--- config.mk ---
export PLATFORM = sky130hd
export DESIGN_NAME = pipe_ctrl
export DESIGN_NICKNAME = d
export VERILOG_FILES = /design/src/rtl/pipe_ctrl.sv
export SDC_FILE = /design/constraint.sdc
export NUM_CORES = 1
export LEC_CHECK = 0
export BUFFER_PORTS_ARGS = -buffer_cell sky130_fd_sc_hd__buf_2
export CAP_MARGIN = 25
export CORE_MARGIN = 10
export CORE_UTILIZATION = 42
export DETAILED_ROUTE_END_ITERATION = 8
export PLACE_DENSITY = 0.79
export SYNTH_ARGS = -nofsm -noshare
export SYNTH_HDL_FRONTEND = slang
export SYNTH_SLANG_ARGS = --single-unit
--- constraint.sdc ---
create_clock -name clk -period 3.5 [get_ports clk]
set_clock_uncertainty 0.15 [all_clocks]
set_input_delay 1.05 -clock clk [delete_from_list [all_inputs] [get_ports clk]]
set_output_delay 1.05 -clock clk [all_outputs]
set_load 0.05 [all_outputs]
--- src/rtl/pipe_ctrl.sv ---
// pipe_ctrl: pipeline hazard controller.
// Turns the per-stage stall requests into the 6-bit stall vector
// (bit0 PC .. bit5 WB) and converts a taken branch reported by EX into a
// one-cycle flush + PC redirect.
// A branch that arrives while fetch is busy is parked in BR_WAIT until
// the fetch finishes; the redirect is then issued.
// Optional feature macro: PIPE_CTRL_PERF_EN adds stall/flush performance
// counters. Without it both counter outputs are tied to zero.
module pipe_ctrl (
    input  logic        clk,
    input  logic        rst,
    input  logic        stallreq_if,
    input  logic        stallreq_id,
    input  logic        stallreq_ex,
    input  logic        stallreq_mem,
    input  logic        branch_flag_i,
    input  logic [31:0] branch_target_i,
    output logic [5:0]  stall,
    output logic        flush,
    output logic        pc_load,
    output logic [31:0] new_pc,
    output logic [31:0] stall_cnt_o,
    output logic [31:0] flush_cnt_o
);

    typedef enum logic {RUN = 1'b0, BR_WAIT = 1'b1} state_t;

    state_t      state;
    logic [31:0] pending_pc;
    logic        accept;
    logic        accept_now;
    logic        release_br;

    // Stall vector: deepest requester wins; BR_WAIT keeps EX fed with bubbles
    always_comb begin
        stall = 6'b000000;
        if (rst)                 stall = 6'b000000;
        else if (stallreq_mem)   stall = 6'b011111;
        else if (stallreq_ex)    stall = 6'b001111;
        else if (stallreq_id)    stall = 6'b000111;
        else if (state == BR_WAIT) stall = 6'b000111;
        else if (stallreq_if)    stall = 6'b000011;
    end

    // Branch acceptance and redirect generation; all zero-latency
    always_comb begin
        // A held EX re-presents its branch later, so ignoring it here is safe
        accept     = !rst && branch_flag_i && (state == RUN) && !stall[3];
        accept_now = accept && !stallreq_if;
        // Parked redirect fires once fetch is idle and EX/MEM are moving
        release_br = !rst && (state == BR_WAIT) && !stallreq_if
                     && !stallreq_ex && !stallreq_mem;
        pc_load    = accept_now || release_br;
        flush      = pc_load;
        new_pc     = 32'h0;
        if (release_br)      new_pc = pending_pc;
        else if (accept_now) new_pc = branch_target_i;
    end

    // FSM: park the target while fetch is busy, return to RUN after redirect
    always_ff @(posedge clk) begin
        if (rst) begin
            state      <= RUN;
            pending_pc <= 32'h0;
        end else begin
            case (state)
                RUN: begin
                    if (accept && stallreq_if) begin
                        pending_pc <= branch_target_i;
                        state      <= BR_WAIT;
                    end
                end
                BR_WAIT: begin
                    if (release_br) begin
                        pending_pc <= 32'h0;
                        state      <= RUN;
                    end
                end
                default: begin
                    state      <= RUN;
                    pending_pc <= 32'h0;
                end
            endcase
        end
    end

`ifdef PIPE_CTRL_PERF_EN
    logic [31:0] stall_cnt;
    logic [31:0] flush_cnt;

    // Performance counters: PC-held cycles and flush pulses, wrap naturally
    always_ff @(posedge clk) begin
        if (rst) begin
            stall_cnt <= 32'h0;
            flush_cnt <= 32'h0;
        end else begin
            if (stall[0]) stall_cnt <= stall_cnt + 32'd1;
            if (flush)    flush_cnt <= flush_cnt + 32'd1;
        end
    end

    assign stall_cnt_o = stall_cnt;
    assign flush_cnt_o = flush_cnt;
`else
    assign stall_cnt_o = 32'h0;
    assign flush_cnt_o = 32'h0;
`endif

endmodule

==> results.txt, run 1 <==
----------------------------------------------------
[Power and ir drop]
  Total net switching power ... 0.369 mW
  Gate power share ... around 30%
  Net Sw Frac ... between 30% and 40%
  Sequential fraction of design power ... 40.2%
  Total design power ... 0.969 mW
  Pwr per Cell Area ... ~310 nW/um^2
  Leakage dissipation ... 1.43 nW
  P_int ... between 0.6 and 0.7 mW
  Peak supply drop ... 0.234 mV
  Part of the total power dissipated in the clock network ... 29.5%

[Clock tree]
  TritonCTS clock tree ... done
  Latest clock arrival within the worst-skew pair ... 0.27 ns
  Library cell used as clock root buffer ... sky130_fd_sc_hd__clkbuf_8
  Number of H-tree levels ... 2
  Number of clock sinks seen by CTS ... 33
  Clock transition at the registers of the reported paths ... 0.07 ns
  Longest Clk Path Bufs ... 2
  Clock buffer count from CTS ... 5

[Synthesis]
  Number of warning messages in the yosys log ... 0
  Post-Syn Area ... between 2000 and 2500 um^2
  Count of unique library cells instantiated by Yosys ... 21
  Cell types with the highest counts after synthesis ... sky130_fd_sc_hd__buf_4, sky130_fd_sc_hd__dfxtp_1, sky130_fd_sc_hd__nand2b_1, sky130_fd_sc_hd__a22o_1, sky130_fd_sc_hd__o2bb2ai_1
  Post-synthesis instance total ... between 200 and 250
  Leading register cell type out of synthesis ... sky130_fd_sc_hd__dfxtp_1
  Post-synthesis sequential area ratio ... 30.4%
  Syn Area/Cell ... 9.35 um^2
  Share of the synthesized area in the top cell type ... 30.4%
  Seq cells post-synth ... 33
  Cell types with the largest area share after synthesis ... sky130_fd_sc_hd__dfxtp_1, sky130_fd_sc_hd__buf_4, sky130_fd_sc_hd__a22o_1
  Dominant cell by count in the synthesized netlist ... sky130_fd_sc_hd__buf_4
  FFs w/ async S/R, synth ... 0%
  Number of enable-type register cells in the synthesized netlist ... 0
  Synth area leader ... sky130_fd_sc_hd__dfxtp_1

[Global routing]
  Largest net degree at the start of global routing ... 21
  Met2 global-route usage ... 26.5%
  Total global-route track usage ... 14.8%
  Met1 usage ... 15.6%
  Total global routing overflow ... 0
  Met3 layer usage reported by global route ... 6.85%
  Via count of the first global-routing pass ... 2000
  Grt peak-use layer ... met2
  Global-route wire length before repair ... 10.4 mm
  Initial antenna violation count ... 0

[Floorplan]
  Floorplan row count ... 26
  Total die area ... 8440 um^2
  Core area ... 5040 um^2
  Top-Level Pins ... 143
  Die Width ... a little over 90 um
  Die extent in y ... between 90 and 100 um
  Initial standard-cell utilization of the core ... 43.0%

[STA]
  Max-slew violation total from the final report ... 0
  Final period util ... 105%
  Final setup slack of the worst path ... -0.180 ns
  Setup-violating endpoint count in the final report ... 32
  Number of hold violations in the final report ... 0
  RSZ-0062 raised after global routing ... true
  Top achievable clock speed ... between 200 and 300 MHz
  Clock period minus worst slack ... 3.68 ns
  Sum Neg Setup Slack ... -4.61 ns

[Cells and area]
  Finished layout cell area ... between 3000 and 4000 um^2
  Number of antenna repair diodes ... 0
  Fraction of final layout cells with drive strength greater than 1 ... 45.7%
  Area growth, synth to finish ... 43.1%
  Layout net count ... 363

[Worst setup path]
  Worst reg2reg path startpoint ... state$_SDFF_PP0_
  WP data required ... 2.30 ns
  Maximum fanout count along the critical path ... 7
  Startpoint Class ... input pin
  Worst setup path class ... input pin to output port
  Worst setup EP type ... output port
  CP arrival ... about 2.5 ns
  CP Launch Point ... stallreq_mem

[Route]
  Number of nets with antenna violations after detailed routing ... 0
  Number of DRC markers after the initial detailed-route iteration ... 82
  Per-cell routed wire length ... 17.5 um
  Sum of routed wire length over all layers ... 6.90 mm
  Per-cell via count in the routed design ... 4.63
  Vias ... 1826
  DRC viols ... 0
  Number of iterations in the first detailed-routing pass ... 4

[Status]
  Result of the run ... complete, but fails checks
  Failing checks ... setup timing

[Placement]
  Worst setup timing slack at the placement stage ... -0.263 ns
  Input/output buffers ... 77
  Area post-placement ... 2470 um^2
  Total half-perimeter wirelength after legalization and detailed placement ... 4.42 mm
  Placer's final routability congestion estimate ... 0.704

[Hold path]
  Worst hold-check path type ... flip-flop to flip-flop
  Launch point of the worst hold path ... pending_pc[28]$_SDFFE_PP0P_

[Flow run]
  Max capacitance violation total ... 0

----------------------------------------------------
[layout make-up]
cell class | instances | area [um^2]
clock buffer | 7 | 86.3
timing repair buffer | 104 | 961
tap | 70 | 87.6
sequential | 33 | 661
inverter | 1 | 3.75
multi-input combinational | 179 | 1310
fill | 448 | 1940
[logic make-up after synthesis]
kind of cell	Yosys count	synth area share, %
buffers and inverters	84	28.0
other	1	0.173
flip-flops	33	30.4
AO/OA/AOI/OAI	69	27.2
AND/OR/NAND/NOR	45	14.2
[placed cells by master (no fill, tap or decap)]
cell type                   instances
sky130_fd_sc_hd__nor2_1             4
sky130_fd_sc_hd__a21oi_1            2
sky130_fd_sc_hd__nor2b_1            1
sky130_fd_sc_hd__clkbuf_1           1
sky130_fd_sc_hd__nor3b_4            2
sky130_fd_sc_hd__clkbuf_16          1
sky130_fd_sc_hd__a211oi_1           1
sky130_fd_sc_hd__a21oi_2            1
sky130_fd_sc_hd__nor4_4             1
sky130_fd_sc_hd__clkbuf_8           6
sky130_fd_sc_hd__buf_6             22
sky130_fd_sc_hd__or2_4              1
sky130_fd_sc_hd__a31oi_2            1
sky130_fd_sc_hd__a22o_4            11
sky130_fd_sc_hd__inv_1              1
sky130_fd_sc_hd__buf_2             43
sky130_fd_sc_hd__a22o_2            19
sky130_fd_sc_hd__o2bb2ai_1         32
sky130_fd_sc_hd__nand3b_1           1
sky130_fd_sc_hd__buf_8             25
sky130_fd_sc_hd__buf_4             13
sky130_fd_sc_hd__a22o_1             2
sky130_fd_sc_hd__conb_1            65
sky130_fd_sc_hd__nor4b_4            1
sky130_fd_sc_hd__dfxtp_1           33
sky130_fd_sc_hd__nor4b_2            1
sky130_fd_sc_hd__nand2b_1          33
[through the flow]
stage | util, % | std cells | hold slack [ns]
floorplan | - | 296 | 0.293
finish | 61.6 | 394 | 0.326
global route | 61.6 | 394 | 0.342
global placement | 48.9 | 375 | 0.302
CTS | 58.9 | 392 | 0.326
detailed placement | 48.9 | 375 | 0.314
[metal layers]
metal,share of wire [%],routed length (um)
met5,0,0
met1,38,2630
met4,0.20,14
met2,53,3630
met3,9.1,631
[state kept, by name (all words and copies together), names as in the netlist]
signal / flops
pending_pc: 32
state: 1
[final timing paths]
kind | to | slack [ns] | depth (start not counted)
setup reg to reg | pending_pc[24]$_SDFFE_PP0P_ | 1.75 | 6
setup / recovery | new_pc[10] | -0.18 | 8
hold / removal | pending_pc[28]$_SDFFE_PP0P_ | 0.33 | 2
hold reg to reg | pending_pc[28]$_SDFFE_PP0P_ | 0.33 | 2
[worst max-delay path: stages]
cell and delay, ns:
sky130_fd_sc_hd__buf_8 0.10, sky130_fd_sc_hd__buf_6 0.10, sky130_fd_sc_hd__or2_4 0.26, sky130_fd_sc_hd__nor4b_4 0.32, sky130_fd_sc_hd__buf_6 0.18, sky130_fd_sc_hd__buf_6 0.14
sky130_fd_sc_hd__a22o_2 0.18, sky130_fd_sc_hd__buf_8 0.14
[power by group through the flow]
stage / combinational (mW) / clock [mW] / sequential, mW
2_1_floorplan: 0.276 / 0 / 0.396
3_3_place_gp: 0.265 / 0 / 0.397
3_5_place_dp: 0.267 / 0 / 0.397
4_1_cts: 0.283 / 0.293 / 0.389
5_1_grt: 0.306 / 0.316 / 0.390
6_report: 0.293 / 0.286 / 0.390
[timing repair]
action	CTS	global route
setup endpoints to repair	32	32
hold buffers	0	0
resized for setup	98	23
pin swaps	6	7
setup buffers	5	1
gates cloned	5	1
No activity file was read; power rests on OpenSTA's default activity.
==> run 2: changes to the inputs <==
- BUFFER_PORTS_ARGS: -buffer_cell sky130_fd_sc_hd__buf_2 -> default
- CORE_UTILIZATION: 42 -> 52
- DONT_BUFFER_PORTS: default -> 1
- PLACE_DENSITY: 0.79 -> 0.66
==> run 2 against run 1 <==
  * The run now ends clean
  * Sequential share of layout area is 4.5 points higher
  * First-iteration DRC count decreased by 30%
  * Sequential power hardly changed
  * Register-to-register slack better by 0.05 ns
  * Worst hold slack got worse by 0.0084 ns
  * Critical endpoint is now new_pc[27]
  * Highest routed layer unchanged
==> results.txt, run 2 (synthesis results as in run 1) <==
----------------------------------------------------
[Status]
  Result of the run ... complete, no violations (was complete, but fails checks)

[Placement]
  Placer's final routability congestion estimate ... 0.692 (was 0.704)
  Worst setup timing slack at the placement stage ... 0.0217 ns (was -0.263 ns)
  Number of cells after detailed placement ... 283 (was 375)
  Area post-placement ... 2170 um^2 (was 2470 um^2)
  Total half-perimeter wirelength after legalization and detailed placement ... 4.02 mm (was 4.42 mm)
  Input/output buffers ... 0 (was 77)

[Global routing]
  Largest net degree at the start of global routing ... 42 (was 21)
  Global-route wire length before repair ... 8.23 mm (was 10.4 mm)
  Initial antenna violation count ... 0 (unchanged)
  Via count of the first global-routing pass ... 1572 (was 2000)
  Total global routing overflow ... 0 (unchanged)
  Total global-route track usage ... 13.6% (was 14.8%)

[Route]
  Per-cell via count in the routed design ... 5.05 (was 4.63)
  Per-cell routed wire length ... 19.0 um (was 17.5 um)
  Vias ... 1526 (was 1826)
  Number of nets with antenna violations after detailed routing ... 0 (unchanged)
  DRC viols ... 0 (unchanged)
  Number of DRC markers after the initial detailed-route iteration ... 57 (was 82)
  Sum of routed wire length over all layers ... 5.74 mm (was 6.90 mm)
  Number of iterations in the first detailed-routing pass ... 4 (unchanged)

[Floorplan]
  Die Width ... 84.6 um (was 91.9 um)
  Total die area ... 7160 um^2 (was 8440 um^2)
  Die extent in y ... 84.6 um (was 91.9 um)
  Top-Level Pins ... 143 (unchanged)
  Floorplan row count ... 23 (was 26)
  Initial standard-cell utilization of the core ... 53.9% (was 43.0%)
  Core area ... 4030 um^2 (was 5040 um^2)

[Cells and area]
  Finished Layout Cells ... 302 (was 394)
  Biggest regs ... pending_pc: 32 flops, state: 1 flops (unchanged)
  Finished layout cell area ... 2560 um^2 (was 3100 um^2)
  Most frequent cells in the layout ... sky130_fd_sc_hd__conb_1, sky130_fd_sc_hd__nand2b_1, sky130_fd_sc_hd__dfxtp_1 (was sky130_fd_sc_hd__conb_1, sky130_fd_sc_hd__buf_2, sky130_fd_sc_hd__nand2b_1, sky130_fd_sc_hd__dfxtp_1, sky130_fd_sc_hd__o2bb2ai_1)
  Register area ... 661 um^2 (unchanged)
  Fraction of final layout cells with drive strength greater than 1 ... 30.2% (was 45.7%)
  Multi-input gate area in the final layout ... 1380 um^2 (was 1310 um^2)
  Most flops, register ... pending_pc (unchanged)
  Layout filler cell count ... 347 (was 448)
  Most common library cell in the layout ignoring fill and taps ... sky130_fd_sc_hd__conb_1 (unchanged)
  Flip-flop count of the largest register, all copies and words added ... 32 (unchanged)
  Number of antenna repair diodes ... 0 (unchanged)
  Layout net count ... 290 (was 363)
  Area growth, synth to finish ... 18.0% (was 43.1%)

[Clock tree]
  Latest clock arrival within the worst-skew pair ... 0.27 ns (about the same)
  Number of H-tree levels ... 2 (unchanged)
  Library cell used as clock root buffer ... sky130_fd_sc_hd__clkbuf_8 (unchanged)
  Number of clock sinks seen by CTS ... 33 (unchanged)
  TritonCTS clock tree ... done (unchanged)
  Clock buffer count from CTS ... 5 (unchanged)
  Clock transition at the registers of the reported paths ... 0.07 ns (about the same)
  Longest Clk Path Bufs ... 2 (unchanged)

[Flow run]
  Max capacitance violation total ... 0 (unchanged)

[Power and ir drop]
  Total design power ... 0.902 mW (was 0.969 mW)
  Pwr per Cell Area ... 352 nW/um^2 (was 312 nW/um^2)
  Peak supply drop ... 0.240 mV (was 0.234 mV)
  Leakage dissipation ... 1.13 nW (was 1.43 nW)

[Worst setup path]
  Maximum fanout count along the critical path ... 8 (was 7)
  CP arrival ... 2.26 ns (was 2.48 ns)
  Worst setup EP type ... output port (unchanged)
  Startpoint Class ... input pin (unchanged)
  Worst setup path class ... input pin to output port (unchanged)
  WP data required ... 2.30 ns (about the same)

[STA]
  Number of hold violations in the final report ... 0 (unchanged)
  Final period util ... 98.9% (was 105%)
  Clock period minus worst slack ... 3.46 ns (was 3.68 ns)
  Max-slew violation total from the final report ... 0 (unchanged)
  Final setup slack of the worst path ... 0.0396 ns (was -0.180 ns)
  Top achievable clock speed ... 289 MHz (was 272 MHz)
  Setup-violating endpoint count in the final report ... 0 (was 32)

[Hold path]
  Worst hold-check path type ... flip-flop to flip-flop (unchanged)

----------------------------------------------------
==> run 2: final cells by class <==
class	count	area share [%]
tap	50	2.44
sequential	33	25.8
multi-input combinational	179	54.0
inverter	1	0.147
timing repair buffer	31	14.4
clock inverter	2	0.391
clock buffer	6	2.83
==> run 2: worst paths after layout <==
path              slack (ns)                        start  cells past startpoint                     endpoint
setup / recovery        0.04                 stallreq_mem                      7                   new_pc[27]
hold / removal          0.32  pending_pc[28]$_SDFFE_PP0P_                      2  pending_pc[28]$_SDFFE_PP0P_
setup reg to reg        1.80             state$_SDFF_PP0_                      6  pending_pc[10]$_SDFFE_PP0P_
hold reg to reg         0.32  pending_pc[28]$_SDFFE_PP0P_                      2  pending_pc[28]$_SDFFE_PP0P_
==> run 2: worst max-delay path, stage by stage <==
cell                      delay [ns]
sky130_fd_sc_hd__nor4b_4        0.24
sky130_fd_sc_hd__buf_4          0.15
sky130_fd_sc_hd__nor3b_4        0.20
sky130_fd_sc_hd__buf_4          0.15
sky130_fd_sc_hd__buf_4          0.17
sky130_fd_sc_hd__a22o_2         0.17
sky130_fd_sc_hd__buf_12         0.13
==> run 2: what timing repair did <==
item                       in CTS  in global routing
setup endpoints to repair       0                 32
buffers inserted                0                  9
hold buffers                    0                  0
gates resized for setup         0                 32
==> run 2: routing by layer <==
layer | track usage, % | up-vias | share of wire [%]
met5 | 0 | - | 0
met3 | 8.12 | 2 | 10
met4 | 3.14 | 0 | 0.33
li1 | - | 737 | -
met2 | 21.8 | 74 | 48
met1 | 15.1 | 713 | 41
==> run 2: power breakdown <==
group / leakage [nW] / internal [mW] / total, mW / switching [mW]
Clock: 0.0450 / 0.138 / 0.272 / 0.134
Combinational: 0.814 / 0.0351 / 0.240 / 0.205
Sequential: 0.267 / 0.384 / 0.390 / 0.00603
Total: 1.13 / 0.557 / 0.902 / 0.345
==> run 2: through the flow <==
stage               TNS (ns)  utilization, %  hold WS [ns]
floorplan            -0.0171               -         0.293
global placement     -0.0132            53.8         0.300
detailed placement         0            53.8         0.309
CTS                        0            55.9         0.319
global route         -0.0544            63.5         0.349
finish                     0            63.5         0.317
